`src/rtl/toggle_decoder.sv`:
```
// -----------------------------------------------------------------------------
// toggle_decoder
//
// Receive side of a toggle-encoded event link. The remote transmitter flips
// its output level once per event. This block brings that level into the
// local clock domain, turns each level change into a one-cycle pulse, and
// queues the events in a saturating pending counter. A consumer drains the
// counter with a valid/ack handshake. The block also keeps a wrapping event
// total and a sticky overflow flag.
//
// Parameters
//   SYNC_STAGES : synchroniser depth on tog_in (2 or more)
//   CNT_W       : width of the pending and total counters
//
// Ports
//   clk        in   rising-edge clock
//   reset      in   asynchronous active-high reset of all state
//   tog_in     in   toggle-encoded level, asynchronous to clk
//   clear      in   synchronous clear of pending, evt_total and overflow
//   evt_ack    in   consumer takes one pending event
//   pulse_out  out  one-cycle pulse per detected tog_in transition
//   evt_valid  out  high while pending is non-zero
//   pending    out  events detected but not yet acknowledged (saturating)
//   evt_total  out  events detected since reset/clear (wraps)
//   overflow   out  sticky: an event was dropped because pending was full
// -----------------------------------------------------------------------------
module toggle_decoder #(
    parameter int SYNC_STAGES = 2,
    parameter int CNT_W       = 8
) (
    input  logic             clk,
    input  logic             reset,
    input  logic             tog_in,
    input  logic             clear,
    input  logic             evt_ack,
    output logic             pulse_out,
    output logic             evt_valid,
    output logic [CNT_W-1:0] pending,
    output logic [CNT_W-1:0] evt_total,
    output logic             overflow
);

    localparam logic [CNT_W-1:0] PEND_MAX = {CNT_W{1'b1}};
    localparam logic [CNT_W-1:0] CNT_ONE  = CNT_W'(1'b1);
    localparam logic [CNT_W-1:0] CNT_ZERO = {CNT_W{1'b0}};

    logic [SYNC_STAGES-1:0] sync_r;
    logic                   tog_prev_r;
    logic                   tog_sync_s;
    logic                   edge_s;

    logic [CNT_W-1:0]       pending_r;
    logic [CNT_W-1:0]       total_r;
    logic                   overflow_r;

    logic [CNT_W-1:0]       pending_nxt_s;
    logic [CNT_W-1:0]       total_nxt_s;
    logic                   overflow_nxt_s;

    assign tog_sync_s = sync_r[SYNC_STAGES-1];

    // Both operands are flop outputs, so the pulse is glitch-free and lasts
    // exactly one cycle per settled level change.
    assign edge_s     = tog_sync_s ^ tog_prev_r;

    assign pulse_out  = edge_s;
    assign pending    = pending_r;
    assign evt_total  = total_r;
    assign overflow   = overflow_r;
    assign evt_valid  = (pending_r != CNT_ZERO);

    // Synchroniser chain: tog_in enters at bit 0, tog_sync is the top bit.
    always_ff @(posedge clk or posedge reset) begin
        if (reset) begin
            sync_r <= {SYNC_STAGES{1'b0}};
        end else begin
            sync_r <= {sync_r[SYNC_STAGES-2:0], tog_in};
        end
    end

    // Reference level; resetting it to 0 matches the transmitter's reset
    // level, so a tog_in already at 1 when reset releases yields one event.
    always_ff @(posedge clk or posedge reset) begin
        if (reset) begin
            tog_prev_r <= 1'b0;
        end else begin
            tog_prev_r <= tog_sync_s;
        end
    end

    // Next-state logic for pending, total and overflow in priority order.
    always_comb begin
        pending_nxt_s  = pending_r;
        total_nxt_s    = total_r;
        overflow_nxt_s = overflow_r;
        if (clear) begin
            // Clear wins over a coincident edge, including a saturating one.
            pending_nxt_s  = CNT_ZERO;
            total_nxt_s    = CNT_ZERO;
            overflow_nxt_s = 1'b0;
        end else if (edge_s) begin
            total_nxt_s = total_r + CNT_ONE;
            if (evt_ack && evt_valid) begin
                // One event in, one event out.
                pending_nxt_s = pending_r;
            end else if (pending_r == PEND_MAX) begin
                // Counter full: the event is lost but still counted in total.
                pending_nxt_s  = pending_r;
                overflow_nxt_s = 1'b1;
            end else begin
                // Also covers edge+ack at zero: the ack is ignored.
                pending_nxt_s = pending_r + CNT_ONE;
            end
        end else if (evt_ack && evt_valid) begin
            pending_nxt_s = pending_r - CNT_ONE;
        end else begin
            pending_nxt_s = pending_r;
        end
    end

    // Counter and flag registers.
    always_ff @(posedge clk or posedge reset) begin
        if (reset) begin
            pending_r  <= CNT_ZERO;
            total_r    <= CNT_ZERO;
            overflow_r <= 1'b0;
        end else begin
            pending_r  <= pending_nxt_s;
            total_r    <= total_nxt_s;
            overflow_r <= overflow_nxt_s;
        end
    end

endmodule

```
`config.mk`:
```
export PLATFORM = sky130hd
export DESIGN_NAME = toggle_decoder
export DESIGN_NICKNAME = d
export VERILOG_FILES = /design/src/rtl/toggle_decoder.sv
export SDC_FILE = /design/constraint.sdc
export NUM_CORES = 1
export LEC_CHECK = 0
export CORE_ASPECT_RATIO = 0.9
export CORE_UTILIZATION = 56
export CTS_BUF_LIST = sky130_fd_sc_hd__clkbuf_4
export CTS_CLUSTER_SIZE = 30
export DETAILED_ROUTE_END_ITERATION = 8
export PLACE_DENSITY = 0.9
export SLEW_MARGIN = 30
export SYNTH_ARGS = -nofsm -noshare
export SYNTH_HDL_FRONTEND = slang
export SYNTH_SLANG_ARGS = --single-unit
```
`constraint.sdc`:
```
create_clock -name clk -period 5.1 [get_ports clk]
set_input_delay 1.53 -clock clk [delete_from_list [all_inputs] [get_ports clk]]
set_output_delay 1.53 -clock clk [all_outputs]
set_load 0.02 [all_outputs]
```
# Yosys cells after proc, flatten, opt, wreduce, memory -nomap -nowiden

Cells that the tools add are included.

Div/mod/pow operators: 0
Muxes and demuxes: 11
Multiply operators: 0
$lt $le $gt $ge: 0
Reduce and logical (&&, ||, !) cells: 7
Bitwise gates (word level): 1
Add/subtract/negate cells: 3
Equality and inequality tests: 4
Shift-type cells: 0

Operators by type and width:

| operator              | number |
|---|---|
| $mux W8               | 7 |
| $add A8 B1 Y8 const B | 2 |
| $eq A8 B8 Y1 const B  | 1 |
| $reduce_bool A8 Y1    | 1 |
| $sub A8 B1 Y8 const B | 1 |
| $reduce_and A3 Y1     | 2 |
| $mux W1               | 4 |
| $reduce_bool A2 Y1    | 2 |
| $ne A3 B2 Y1 const B  | 1 |
| $ne A3 B3 Y1 const B  | 1 |
| $reduce_bool A3 Y1    | 1 |
| $ne A2 B2 Y1 const B  | 1 |
| $logic_and A1 B1 Y1   | 1 |
| $xor A1 B1 Y1         | 1 |

Logic and storage cells: 31
Memories kept: 0
Output and inout port bits: 19
Bits in latches: 0
Register bits after elaboration: 20
Memory bits (writable): 0
Memory bits (read-only): 0
Input port bits: 5

# Longest topological paths before layout

Gate-level depths: netlist (run 1).

Depth in word-level cells: 5
Gate-level depth with buffers: 10
Depth with buffers taken out: 9

# Worst setup path after synthesis (run 1)

Ideal clock, no wire load.

Kind: flip-flop to output port
Start point: register pending_r[1], in the netlist pending[1]
End point: output port evt_valid
Data arrival time: 1,181 ps
Slack: 2,389 ps
Stages on the path, launching flop included: 4
Required time: 3,570 ps
Path buffers: 1
Path through: dfrtp_1 > clkbuf_1 > nor4_1 > nand2_1

Cells in the longest elaborated chain, start to end: 1

Ends and longest elaborated chain:

| item                     | line | text |
|---|---|---|
| start: declaration       | 52   | `logic [CNT_W-1:0] pending_r;` |
| start signal: assignment | 128  | `pending_r <= pending_nxt_s;` |
| $reduce_bool A8 Y1       | 70   | `assign evt_valid = (pending_r != CNT_ZERO);` |
| end: declaration         | 37   | `output logic evt_valid,` |

Every way passes these cells.

# Worst setup path after layout (run 1)

Start point: register tog_prev_r
End point: output port pulse_out

Cells in the longest elaborated chain, start to end: 1

Ends and longest elaborated chain:

| item                     | line | text |
|---|---|---|
| start: declaration       | 48   | `logic tog_prev_r;` |
| start signal: assignment | 87   | `tog_prev_r <= tog_sync_s;` |
| $xor A1 B1 Y1            | 64   | `assign edge_s = tog_sync_s ^ tog_prev_r;` |
| end: declaration         | 36   | `output logic pulse_out,` |

Every way passes these cells.

==> results of run 1 <==
-- layer usage --
metal | part of all wire (%) | GRT usage [%] | vias up
met5 | 0 | 0 | -
li1 | - | - | 481
met2 | 45 | 36.00 | 35
met3 | 6.4 | 8.667 | 5
met4 | 1.4 | 10.29 | 0
met1 | 47 | 29.09 | 456
-- metrics by stage --
step | cell area (µm²) | util, % | hold slack, ns
6_report | 1435 | 73.53 | 0.3613
5_1_grt | 1435 | 73.53 | 0.3699
4_1_cts | 1435 | 73.53 | 0.3658
3_5_place_dp | 1409 | 72.18 | 0.3403
3_3_place_gp | 1409 | 72.18 | 0.3371
2_1_floorplan | 1172 | - | 0.3312
-- cell families (layout without fill, tap and decap cells) --
kind of cell / after synthesis / count (layout) / synth area share [%]
compound gates: 26 / 26 / 14.30
xor+xnor: 14 / 14 / 11.10
mux: 4 / 4 / 3.522
simple gates: 44 / 44 / 18.46
fa+ha+maj: 6 / 6 / 6.297
buf+inv: 10 / 31 / 3.629
flops: 20 / 20 / 42.69
-- flip-flops by register name, summed over array words and instances (netlist names) --
register / flops
tog_prev_r: 1
pending: 8
overflow: 1
sync_r: 2
evt_total: 8
-- final timing paths --
path,from,end,slack [ns]
min in group asynchronous,reset,evt_total[7],1.64
max in group asynchronous,reset,overflow,2.99
min,sync_r[0],sync_r[1],0.36
min reg2reg,sync_r[0],sync_r[1],0.36
max,tog_prev_r,pulse_out,1.48
max reg2reg,tog_prev_r,pending[7],2.20
-- worst max-delay path, cell delays in order, from the launching register on --
cell and delay (ns):
dfrtp_1 0.41, xor2_2 0.64, clkdlybuf4s50_1 0.74
-- synthesized netlist by cell type (2+ instances only) --
cell | n | area (µm²)
dfrtp_1 | 20 | 500.5
nor2_1 | 14 | 52.55
a21oi_1 | 10 | 50.05
nand2_1 | 9 | 33.78
xnor2_1 | 7 | 61.31
xor2_1 | 6 | 52.55
ha_1 | 5 | 62.56
clkbuf_1 | 4 | 15.01
nand3_1 | 4 | 20.02
nand4_1 | 4 | 25.02
o21ai_0 | 4 | 20.02
o21ai_1 | 4 | 20.02
or3_1 | 4 | 25.02
inv_1 | 3 | 11.26
mux2i_1 | 3 | 30.03
buf_2 | 2 | 10.01
nor3_1 | 2 | 10.01
nor4_1 | 2 | 12.51
nor4b_1 | 2 | 17.52
-- where the power goes --
group	internal [W]	switching, W	total (W)	leakage, nW
Clock	0.0000286	0.0000465	0.0000750	0.0154
Sequential	0.000188	0.0000534	0.000241	0.265
Combinational	0.000177	0.000195	0.000372	0.328
-- layout make-up --
class	instances	area share, %
Clock buffer	3	1.569
Clock inverter	1	0.2616
Timing Repair Buffer	23	16.04
Sequential cell	20	34.87
Multi-Input combinational cell	94	43.85
Tap cell	25	2.180
Inverter	4	1.221
==> summary.txt, run 1 <==
Global routing
  • Total global routing overflow: 0
  • First-pass GRT wire length: 3788 µm
  • Vias in the first global route: 898
  • Initial antenna violation count: 0
  • Maximum number of pins on one net before global-route repair: 21
  • Gr usage total: 23.16%

Logic synthesis
  • Synthesized flop and latch total: 20
  • Post-synth EDFFs: 0
  • Syn Inst Count: 124
  • Seq/Total Area, Yosys: 42.69%
  • Post-synth cell types: 34
  • Synth Area per Inst: 9.455 µm²
  • YS warnings: 0
  • Synthesized net count: 134
  • Ys async rst share: 100.0%
  • Synth Cell Area: 1172 µm²
  • Ys flop type: dfrtp_1

Final layout
  • Antenna cells: 0
  • Most frequent cells in the layout: clkdlybuf4s50_1 (23), dfrtp_1 (20), nor2_1 (14), a21oi_1 (10), nand2_1 (9)
  • # fillers: 148
  • Area grow syn2layout: 22.41%
  • Fin cells: 170
  • Reg area: 500.5 µm²
  • Share of layout cells above drive strength 1: 6.897%
  • Fin nets: 156
  • Leading cell type in the layout, fill and taps excluded: clkdlybuf4s50_1
  • Area of the multi-input gates: 629.4 µm²

Pwr
  • Power per cell area: 479.4 nW/µm²
  • Lkg Pwr: 0.6090 nW
  • Peak supply drop: 356.7 µV
  • Final total power: 0.0006881 W

Floorplan
  • Initial Util: 60.06%
  • Rows: 15
  • Die height: 45.41 µm
  • Total die area: 2281 µm²
  • # IOs: 24
  • Core footprint: 1952 µm²
  • Chip Width: 50.23 µm

Detailed routing
  • Wire per inst: 13.59 µm
  • DRT Pass-1 Iters: 4
  • Starting DRC count in detailed routing: 36
  • Via count: 977
  • DRC violations left: 0
  • Vias per cell: 5.747
  • WL final: 2311 µm
  • Routed Antenna Nets: 0

Place
  • Estimated wirelength of the detail-placed design: 1680 µm
  • DP Cell Count: 166
  • Final Wtd Congestion: 0.8894
  • Port-buffer cells: 23
  • DP Worst Slack: 1.818 ns

Clocking
  • CTS root buf: clkbuf_4
  • CTS Buf Count: 3
  • Htree depth: 1
  • Post-CTS Setup Bufs: 0
  • Worst-path clk slew: 0.11 ns
  • CTS max path bufs: 2
  • CTS Hold Bufs: 0
  • Worst skew pair latency: 0.30 ns
  • Clock sink count: 20
  • CTS tree: yes
  • Post-CTS resize count: 0

Timing
  • F_max: 276.1 MHz
  • Pins Over Slew Limit: 0
  • Setup Total Neg Slack: 0 ns
  • RSZ-0062 raised after global routing: false
  • Worst setup slack after layout: 1.478 ns
  • Final setup fails: 0
  • Final period util: 71.01%
  • Actual slew at the worst max-slew pin: 0.7653 ns
  • Slew margin rel.: 48.94%
  • Final hold viol count: 0
  • Post-Route Skew: 0.004785 ns
  • Minimum clock period: 3.622 ns

Hold path
  • Worst hold path type: reg -> reg
  • Worst hold stages: 0

Setup path
  • WS Path Type: reg -> out
  • Crit path DAT: 2.09 ns
  • R2R depth: 9
  • CP max FO: 17
  • Critical Path RT: 3.57 ns
  • CP endpoint kind: primary output
  • Crit path launch type: flip-flop

Run
  • MaxCap Viol Count: 0

Run status
  • Status: finished clean
No activity file was read; power rests on OpenSTA's default activity.
==> run 2, diff against run 1 <==
- CORE_UTILIZATION: 56 -> 52
- PLACE_DENSITY: 0.9 -> 0.85
- clock period: 5.1 -> 3.4 ns (I/O delays scaled with it)
==> run 2 against run 1 <==
Net effect: die area increased by 7.4%; via count rose by 2.7%; critical endpoint is now evt_valid; combinational power grew 52%; sequential share of layout area is 0.18 points lower; critical path depth rose by 1; hold slack better by 0.013 ns; clock power grew 48%; clock skew is 0.0026 ns lower; non-clock buffer count rose by 1; sequential power up 51%; utilization down 1.7 points; largest cell class unchanged; wire length rose by 2.9%.
==> summary.txt, run 2 (synthesis gave the netlist of run 1 again) <==
Setup path
  • CP max FO: 11
  • FF-to-FF End: pending[4]
  • Critical-path top delay cell: clkdlybuf4s50_1
  • Worst r2r src: tog_prev_r
  • Crit path DAT: 1.95 ns
  • WS Path Type: reg -> out
  • Critical path startpoint: pending[1]
  • FF-to-FF setup slack: 0.76 ns
  • CP endpoint kind: primary output
  • Critical Path RT: 2.38 ns
  • R2R depth: 10
  • Crit path cell chain: nor4_1, nand2_1, clkdlybuf4s50_1
  • Crit path launch type: flip-flop
  • Crit path largest cell delay: 0.55 ns

Global routing
  • Gr usage total: 20.69%
  • Vias in the first global route: 866
  • Initial antenna violation count: 0
  • Total global routing overflow: 0
  • First-pass GRT wire length: 3650 µm
  • Maximum number of pins on one net before global-route repair: 21

Floorplan
  • Die height: 47.05 µm
  • Rows: 15
  • Total die area: 2449 µm²
  • Initial Util: 58.38%
  • # IOs: 24
  • Chip Width: 52.05 µm
  • Core footprint: 2008 µm²

Final layout
  • Leading cell type in the layout, fill and taps excluded: clkdlybuf4s50_1
  • Most frequent cells in the layout: clkdlybuf4s50_1 (23), dfrtp_1 (20), nor2_1 (14), a21oi_1 (10), nand2_1 (9)
  • Fin nets: 157
  • Area grow syn2layout: 23.05%
  • Antenna cells: 0
  • Share of layout cells above drive strength 1: 7.534%
  • Final Core Density: 71.84%

Pwr
  • Peak supply drop: 505.1 µV
  • Lkg Pwr: 0.6138 nW
  • Power per cell area: 719.8 nW/µm²
  • Seq pwr share: 34.9%
  • Switching share of power: 43.15%
  • P_sw: 0.0004481 W
  • Gate power share: 54.4%
  • Clock Power Share: 10.6%
  • Pint: 0.0005903 W

Place
  • Estimated wirelength of the detail-placed design: 1818 µm
  • Final Wtd Congestion: 0.8423
  • Port-buffer cells: 23

Detailed routing
  • Starting DRC count in detailed routing: 36
  • Routed Antenna Nets: 0
  • WL final: 2379 µm
  • Vias per cell: 5.865
  • Wire per inst: 13.91 µm
  • DRC violations left: 0
  • Via count: 1003
  • DRT Pass-1 Iters: 4

Clocking
  • CTS tree: yes
  • CTS Hold Bufs: 0
  • Post-CTS resize count: 0
  • CTS max path bufs: 2
  • CTS root buf: clkbuf_4
  • Worst skew pair latency: 0.29 ns
  • Clock sink count: 20
  • Htree depth: 1
  • Post-CTS Setup Bufs: 0
  • Worst-path clk slew: 0.10 ns
  • CTS Buf Count: 3

Timing
  • F_max: 336.3 MHz
  • Pins Over Slew Limit: 0
  • Actual slew at the worst max-slew pin: 0.7331 ns
  • Post-Route Skew: 0.002222 ns
  • Setup Total Neg Slack: 0 ns
  • Final setup fails: 0
  • Final period util: 87.46%
  • Final hold viol count: 0
  • Minimum clock period: 2.974 ns
  • RSZ-0062 raised after global routing: false
  • Slew margin rel.: 51.07%

Hold path
  • Worst hold path type: reg -> reg
  • Worst hold stages: 0
  • Worst hold endpoint: sync_r[1]
  • Hold Startpoint: sync_r[0]

Run status
  • Status: finished clean

Run
  • MaxCap Viol Count: 0
## run 2: changes by cell type in the layout (fill, tap and decap cells not counted)
cell	before	now
buf_4	0	1
## run 2: per-stage QoR
stage / power (W) / cells / cell area (µm²) / hold WS (ns) / worst slack, ns
floorplan: 0.0007444 / 124 / 1172 / 0.3312 / 0.8957
global placement: 0.0009106 / 167 / 1416 / 0.3420 / 0.7424
detailed placement: 0.0009297 / 167 / 1416 / 0.3370 / 0.6584
CTS: 0.001043 / 171 / 1443 / 0.3740 / 0.4335
global route: 0.001105 / 171 / 1443 / 0.3775 / 0.2946
finish: 0.001038 / 171 / 1443 / 0.3739 / 0.4265
## run 2: worst max path at each step
stage / to / slack, ns / cells after the start
after floorplan: pending[4] / 0.90 / 10
after global placement: pending[7] / 0.74 / 5
after detailed placement: pending[7] / 0.66 / 5
after CTS: evt_valid / 0.43 / 3
after global routing: evt_valid / 0.29 / 3
final: evt_valid / 0.43 / 3
## run 2: metal layers
layer  vias up  GRT usage, %  wire length, µm
li1        478             -                -
met1       475         25.77             1000
met2        50         36.15             1205
met3         0         5.825              173
met4         0         4.865                0
met5         -             0                0
## run 2: critical path, delay by kind of cell (launching register included)
family / cells / cell delay, ns
flip-flops: 1 / 0.52
AND/OR/NAND/NOR: 2 / 0.59
buffers and inverters: 1 / 0.55
## run 2: layout make-up
class / count / area, µm²
multi-input cells: 94 / 629.4
fillers: 153 / 565.5
flip-flops and latches: 20 / 500.5
repair buffers: 24 / 237.7
well taps: 25 / 31.28
clock buffers: 3 / 22.52
inverters: 4 / 17.52
clock inverters: 1 / 3.754
## run 2: power groups by stage
stage	combinational [W]	clock, W	sequential [W]
after detailed placement	0.000565	0	0.000365
after global placement	0.000547	0	0.000364
final	0.000565	0.000111	0.000363
after CTS	0.000567	0.000117	0.000360
after floorplan	0.000360	0	0.000384
after global routing	0.000613	0.000124	0.000368
